File: src/rtl/dnn_pkg.sv
// Shared types and helpers for the fully-connected layer engine.
package dnn_pkg;

    // Every operand and result occupies one 4-byte word in SDRAM.
    localparam int WORD_BYTES = 4;

    // Widest operand the fixed-point helper handles. Narrower words are sign-extended into it.
    localparam int FX_MAX_W = 64;

    typedef enum logic [3:0] {
        S_IDLE,
        S_LATCH,
        S_RD_BIAS,
        S_WT_BIAS,
        S_RD_W,
        S_WT_W,
        S_RD_A,
        S_WT_A,
        S_MAC,
        S_WR,
        S_NEXT,
        S_FIN
    } state_t;

    // Full-precision signed product rescaled by frac_bits.
    // The arithmetic shift truncates toward -inf.
    function automatic logic signed [2*FX_MAX_W-1:0] fx_mul(
        input logic signed [FX_MAX_W-1:0] w,
        input logic signed [FX_MAX_W-1:0] a,
        input int                         frac_bits
    );
        logic signed [2*FX_MAX_W-1:0] prod;
        prod = (2*FX_MAX_W)'(w) * (2*FX_MAX_W)'(a);
        return prod >>> frac_bits;
    endfunction

endpackage

File: src/rtl/dnn_fx_mac.sv
// Combinational fixed-point multiply-accumulate: acc_next = acc + ((w * a) >>> FRAC_BITS).
// The sum wraps in DATA_W bits and is never saturated. DATA_W must not exceed 64.
module dnn_fx_mac
    import dnn_pkg::*;
#(
    parameter int DATA_W    = 32,
    parameter int FRAC_BITS = 16
) (
    input  logic signed [DATA_W-1:0] acc,
    input  logic signed [DATA_W-1:0] w,
    input  logic signed [DATA_W-1:0] a,
    output logic signed [DATA_W-1:0] acc_next
);

    // Rescale the product, keep its low DATA_W bits and add them to the accumulator.
    always_comb begin
        acc_next = acc + DATA_W'(fx_mul(FX_MAX_W'(w), FX_MAX_W'(a), FRAC_BITS));
    end

endmodule

File: src/rtl/dnn_layer_engine.sv
// Avalon-MM master computing one fully-connected layer:
//   out[n] = relu?(bias[n] + sum_k W[n][k] * activ[k]).
// Operands are read one word at a time. Each result is written back once its row is finished.
//
// Bus handshake: a request (master_read or master_write) is presented together with its
// address (and write data). It is held unchanged until a cycle in which
// master_waitrequest is low; that cycle completes the request. Each read then waits in a
// WT_* state for exactly one master_readdatavalid, so at most one read is outstanding.
module dnn_layer_engine
    import dnn_pkg::*;
#(
    parameter int DATA_W    = 32,
    parameter int FRAC_BITS = 16,
    parameter int LEN_W     = 16
) (
    input  logic              clk,
    input  logic              rst_n,
    input  logic              start,
    output logic              busy,
    output logic              done,
    input  logic [31:0]       bias_v_addr,
    input  logic [31:0]       weight_m_addr,
    input  logic [31:0]       activ_addr,
    input  logic [31:0]       out_activ_addr,
    input  logic [LEN_W-1:0]  activ_len,
    input  logic [LEN_W-1:0]  out_len,
    input  logic              relu,
    input  logic              master_waitrequest,
    output logic [31:0]       master_address,
    output logic              master_read,
    input  logic [DATA_W-1:0] master_readdata,
    input  logic              master_readdatavalid,
    output logic              master_write,
    output logic [DATA_W-1:0] master_writedata
);

    localparam int ADDR_SHIFT = $clog2(WORD_BYTES);

    state_t state;
    state_t state_next;

    // Job parameters captured when start is accepted.
    logic [31:0]       bias_base;
    logic [31:0]       w_base;
    logic [31:0]       a_base;
    logic [31:0]       o_base;
    logic [LEN_W-1:0]  a_len;
    logic [LEN_W-1:0]  o_len;
    logic              relu_q;

    // n: output index. k: input index.
    // w_off: running word offset into W, which equals n*activ_len + k because rows are contiguous.
    logic [LEN_W-1:0]  n;
    logic [LEN_W-1:0]  k;
    logic [31:0]       w_off;

    logic [DATA_W-1:0] acc;
    logic [DATA_W-1:0] w_q;
    logic [DATA_W-1:0] a_q;
    logic [DATA_W-1:0] acc_next;

    dnn_fx_mac #(
        .DATA_W    (DATA_W),
        .FRAC_BITS (FRAC_BITS)
    ) u_mac (
        .acc      (acc),
        .w        (w_q),
        .a        (a_q),
        .acc_next (acc_next)
    );

    // State register.
    always_ff @(posedge clk) begin
        if (!rst_n) state <= S_IDLE;
        else        state <= state_next;
    end

    // Next-state logic: each read leaves RD_* on the first cycle waitrequest is low,
    // then waits in WT_* for its data.
    always_comb begin
        state_next = state;
        case (state)
            S_IDLE:    if (start) state_next = S_LATCH;
            S_LATCH:   state_next = (o_len == '0) ? S_FIN : S_RD_BIAS;
            S_RD_BIAS: if (!master_waitrequest) state_next = S_WT_BIAS;
            S_WT_BIAS: if (master_readdatavalid) state_next = (a_len == '0) ? S_WR : S_RD_W;
            S_RD_W:    if (!master_waitrequest) state_next = S_WT_W;
            S_WT_W:    if (master_readdatavalid) state_next = S_RD_A;
            S_RD_A:    if (!master_waitrequest) state_next = S_WT_A;
            S_WT_A:    if (master_readdatavalid) state_next = S_MAC;
            S_MAC:     state_next = (k == a_len - LEN_W'(1)) ? S_WR : S_RD_W;
            S_WR:      if (!master_waitrequest) state_next = S_NEXT;
            S_NEXT:    state_next = (n == o_len - LEN_W'(1)) ? S_FIN : S_RD_BIAS;
            S_FIN:     state_next = S_IDLE;
            default:   state_next = S_IDLE;
        endcase
    end

    // Bus and status outputs, decoded from the state and the current indices.
    always_comb begin
        busy             = (state != S_IDLE) && (state != S_FIN);
        done             = (state == S_FIN);
        master_read      = 1'b0;
        master_write     = 1'b0;
        master_address   = '0;
        master_writedata = '0;
        case (state)
            S_RD_BIAS: begin
                master_read    = 1'b1;
                master_address = bias_base + (32'(n) << ADDR_SHIFT);
            end
            S_RD_W: begin
                master_read    = 1'b1;
                master_address = w_base + (w_off << ADDR_SHIFT);
            end
            S_RD_A: begin
                master_read    = 1'b1;
                master_address = a_base + (32'(k) << ADDR_SHIFT);
            end
            S_WR: begin
                master_write     = 1'b1;
                master_address   = o_base + (32'(n) << ADDR_SHIFT);
                master_writedata = (relu_q && acc[DATA_W-1]) ? '0 : acc;
            end
            default: ;
        endcase
    end

    // Datapath: snapshot the job on start, capture read data, accumulate and step the indices.
    always_ff @(posedge clk) begin
        if (!rst_n) begin
            bias_base <= '0;
            w_base    <= '0;
            a_base    <= '0;
            o_base    <= '0;
            a_len     <= '0;
            o_len     <= '0;
            relu_q    <= 1'b0;
            n         <= '0;
            k         <= '0;
            w_off     <= '0;
            acc       <= '0;
            w_q       <= '0;
            a_q       <= '0;
        end else begin
            case (state)
                S_IDLE: begin
                    if (start) begin
                        bias_base <= bias_v_addr;
                        w_base    <= weight_m_addr;
                        a_base    <= activ_addr;
                        o_base    <= out_activ_addr;
                        a_len     <= activ_len;
                        o_len     <= out_len;
                        relu_q    <= relu;
                    end
                end
                S_LATCH: begin
                    n     <= '0;
                    k     <= '0;
                    w_off <= '0;
                end
                S_WT_BIAS: if (master_readdatavalid) acc <= master_readdata;
                S_WT_W:    if (master_readdatavalid) w_q <= master_readdata;
                S_WT_A:    if (master_readdatavalid) a_q <= master_readdata;
                S_MAC: begin
                    acc   <= acc_next;
                    k     <= k + LEN_W'(1);
                    w_off <= w_off + 32'd1;
                end
                S_NEXT: begin
                    n <= n + LEN_W'(1);
                    k <= '0;
                end
                default: ;
            endcase
        end
    end

endmodule

File: config.mk
export PLATFORM = sky130hd
export DESIGN_NAME = dnn_layer_engine
export DESIGN_NICKNAME = d
export VERILOG_FILES = /design/src/rtl/dnn_pkg.sv /design/src/rtl/dnn_fx_mac.sv /design/src/rtl/dnn_layer_engine.sv
export SDC_FILE = /design/constraint.sdc
export NUM_CORES = 2
export LEC_CHECK = 0
export CORE_MARGIN = 8
export CORE_UTILIZATION = 55
export CTS_CLUSTER_DIAMETER = 120
export DETAILED_ROUTE_END_ITERATION = 10
export HOLD_SLACK_MARGIN = 0.05
export PLACE_DENSITY = 0.74
export SLEW_MARGIN = 20
export SYNTH_ARGS = -nofsm -noshare
export SYNTH_HDL_FRONTEND = slang
export SYNTH_SLANG_ARGS = --single-unit
File: constraint.sdc
create_clock -name clk -period 10.94 [get_ports clk]
set_input_delay 2.188 -clock clk [delete_from_list [all_inputs] [get_ports clk]]
set_output_delay 2.188 -clock clk [all_outputs]
set_load 0.02 [all_outputs]
==> flow_summary_export.csv <==
group,metric,value,unit
floorplan,fp.dieH,313,um
setup_path,startpoint_type,"register",
placement,dpl_worst_slack,0.734,ns
clock_network,cts_hold_buf,0,
synth,synth_warnings,0,
setup_path,crit_top_cell,"fa_1",
route,viasPerCell,5.58,
flow_run,cap_violations,0,
clock_network,cts-root-buf,"clkbuf_16",
grt,antenna_found_initial,20,
synth,postSynthAreaPerCell,8.54,sq um
status,status,"finished clean",
route,wl,141000,um
setup_path,cp.arrival,10.90,ns
route,drt_iter0_drc,2723,
hold_path,min_to,"o_base[2]$_SDFFE_PN0P_",
route,dr.pass1.iters,6,
power_and_ir_drop,pwr_density_cell,81.8,nW/um^2
sta,slew_viol_final,0,
synth,synth_nets,6976,
route,wl_per_cell,20.2,um
sta,rsz0062_at_grt,"false",
floorplan,chipWidth,313,um
sta,setup_viol,0,
route,num_vias,38900,
setup_path,end_kind,"register",
placement,place_hpwl,113000,um
synth,syn_inst,5669,
clock_network,cts_max_path_buffers,3,
final_layout,drive_gt1_frac,0.0350,
floorplan,rows,109,
grt,grt_pass1_wl,227000,um
synth,yosys_most_used_dff,"dfxtp_1",
setup_path,cp_slowest_cell,"dfxtp_1",
synth,synth_edf_count,0,
synth,synthMuxAreaShare,0.00388,
grt,first_global_vias,40795,
hold_path,holdPathStages,2,
sta,finalCriticalPeriod,10.44,ns
synth,synth-xor-area-share,0.0430,
synth,synth_area,48400,sq um
sta,hold-worst-slack,0.465,ns
synth,synth-seq-cells,323,
sta,worst_slack,0.502,ns
synth,synth_cell_type_count,79,
placement,routabilityCongestion,0.950,
clock_network,cts_tree,"yes",
sta,fin_crit_sh,0.954,
setup_path,reg2reg_slack,0.50,ns
final_layout,area_growth,10.5,%
grt,grt-ovfl-total,0,
route,antenna_left,0,
setup_path,rr_endpoint,"acc[31]$_SDFFE_PN0P_",
clock_network,cts_buffers,38,
hold_path,min_from,"o_base[2]$_SDFFE_PN0P_",
final_layout,layout.nets,7071,
floorplan,ios,266,
grt,grt_util_all_layers,0.289,
clock_network,clk_latency,0.58,ns
floorplan,core,87800,sq um
synth,synthAdderAreaFrac,0.417,
setup_path,reg2reg_from,"w_q[18]$_SDFFE_PN0P_",
synth,synth_top_family_by_area,"adder cells",
power_and_ir_drop,vdd_drop_max,0.150,mV
synth,ys_seq_area_frac,0.134,
setup_path,critical_path_class,"register to register",
floorplan,start_util,0.551,
synth,synth_compound_area_frac,0.108,
setup_path,cpPeakStageDelay,0.91,ns
sta,tightest_slew,1.10,ns
clock_network,cts_sinks,323,
clock_network,h-tree-depth,2,
final_layout,layout_common_cells,"nand2_1, fa_1, inv_1",
setup_path,path_max_fanout,21,
placement,io_buffers,265,
power_and_ir_drop,power,4370,uW
power_and_ir_drop,power_leakage,0.0250,uW
sta,clock_skew,0.0225,ns
sta,setup_tns,0,ns
sta,hold_viol,0,
setup_path,cp.required,11.40,ns
sta,slew_headroom,0.264,
final_layout,final_common_cell,"nand2_1",
final_layout,n_fill_cell,7811,
floorplan,die-area,97800,sq um
sta,fmax,95.8,MHz
grt,grt_max_degree,114,
route,drc,0,
clock_network,cts.clk_slew.worst_paths,0.06,ns
hold_path,hp-class,"register to register",
synth,async_reset_ff_frac,0,
final_layout,fin_util,0.609,
synth,synthSimpleGateAreaFrac,0.206,
setup_path,reg2reg_depth,33,
==> critical path: cells and delay by family (launching register included) <==
kind	cells	cell delay [ns]
DFF	1	0.91
and+or+nand+nor	7	1.41
AOI/OAI and AO/OA	10	2.75
adders and majority gates	10	4.54
buffers and inverters	4	0.23
xor gates and xnor gates	2	0.48
==> cell families (layout without fill, tap and decap cells) <==
group	count (synthesis)	in the layout
AOI/OAI and AO/OA	759	759
muxes	18	18
adders and majority gates	1109	1109
xor gates and xnor gates	236	236
and+or+nand+nor	2088	2088
DFF	323	323
buffers and inverters	1136	1259
other	0	10
==> cells in the mapped netlist (all sizes together) (14+ instances only) <==
cell type  count  area, sq um
nor3          45          230
a22oi         33          248
o21a          31          233
nand3         83          415
or3           26          163
nand4         23          144
a21boi       244         1830
a211oi        14          105
a21o          52          390
o21ai        106          531
a311oi        18          164
clkbuf       297         1110
xor2          88          771
xnor2        147         1290
o211ai        23          173
nor2         139          522
nand2b        28          175
ha           267         3340
nand2       1072         4020
fa           842        16900
nor2b         25          156
a21oi        130          651
and3          42          263
a31oi         16          100
inv          832         3120
o21bai        18          135
dfxtp        323         6470
and2         548         3430
==> routing by layer <==
| metal | vias to the layer above | track usage | wire length [um] |
|---|---|---|---|
| met3 | 252 | 0.0716 | 13300 |
| met2 | 1422 | 0.470 | 65500 |
| met4 | 16 | 0.0884 | 4730 |
| li1 | 17810 | - | - |
| met1 | 19400 | 0.381 | 57100 |
| met5 | - | 0 | 105 |
==> where the power goes <==
| group | leakage, uW | internal, uW | switching (uW) |
|---|---|---|---|
| clock | 0.000636 | 789 | 576 |
| combinational | 0.0217 | 544 | 902 |
| sequential | 0.00262 | 1350 | 218 |
==> metrics by stage <==
stage,instance area (sq um),cells
floorplan,48400,5669
global placement,52100,6889
detailed placement,52100,6889
CTS,53500,6957
global route,53500,6960
finish,53500,6967
==> worst max-delay path by stage <==
| stage | slack [ns] | startpoint | endpoint | cells after the start |
|---|---|---|---|---|
| after floorplan | 1.87 | w_q[15]$_SDFFE_PN0P_ | acc[31]$_SDFFE_PN0P_ | 34 |
| after global placement | 0.84 | w_q[10]$_SDFFE_PN0P_ | acc[31]$_SDFFE_PN0P_ | 33 |
| after detailed placement | 0.73 | w_q[10]$_SDFFE_PN0P_ | acc[31]$_SDFFE_PN0P_ | 33 |
| after CTS | 0.64 | w_q[10]$_SDFFE_PN0P_ | acc[31]$_SDFFE_PN0P_ | 33 |
| after global routing | 0.07 | a_q[9]$_SDFFE_PN0P_ | acc[31]$_SDFFE_PN0P_ | 34 |
| final | 0.50 | w_q[18]$_SDFFE_PN0P_ | acc[31]$_SDFFE_PN0P_ | 33 |
==> area by class of cell <==
type / count / area, sq um / share of cell area
Inverter: 832 / 3120 / 0.0584
Clock inverter: 15 / 221 / 0.00414
Clock buffer: 53 / 1110 / 0.0207
Antenna cell: 10 / 25.0 / 0.000468
Tap cell: 1165 / 1460 / 0.0273
Timing Repair Buffer: 359 / 3360 / 0.0628
Sequential cell: 323 / 6470 / 0.121
Multi-Input combinational cell: 4210 / 37700 / 0.705
==> registers in the layout (all words and copies together) (netlist names) <==
signal / cells
a_len: 16
w_q: 32
a_base: 32
relu_q: 1
w_base: 32
k: 16
o_len: 16
o_base: 32
state: 4
bias_base: 32
w_off: 30
a_q: 32
acc: 32
n: 16
==> timing repair <==
action / CTS / global route
gates resized for setup: 0 / 1
hold endpoints to repair: 0 / 0
buffers inserted: 0 / 0
endpoints found under the setup margin: 0 / 1
Power figures use the tool's default switching activity.
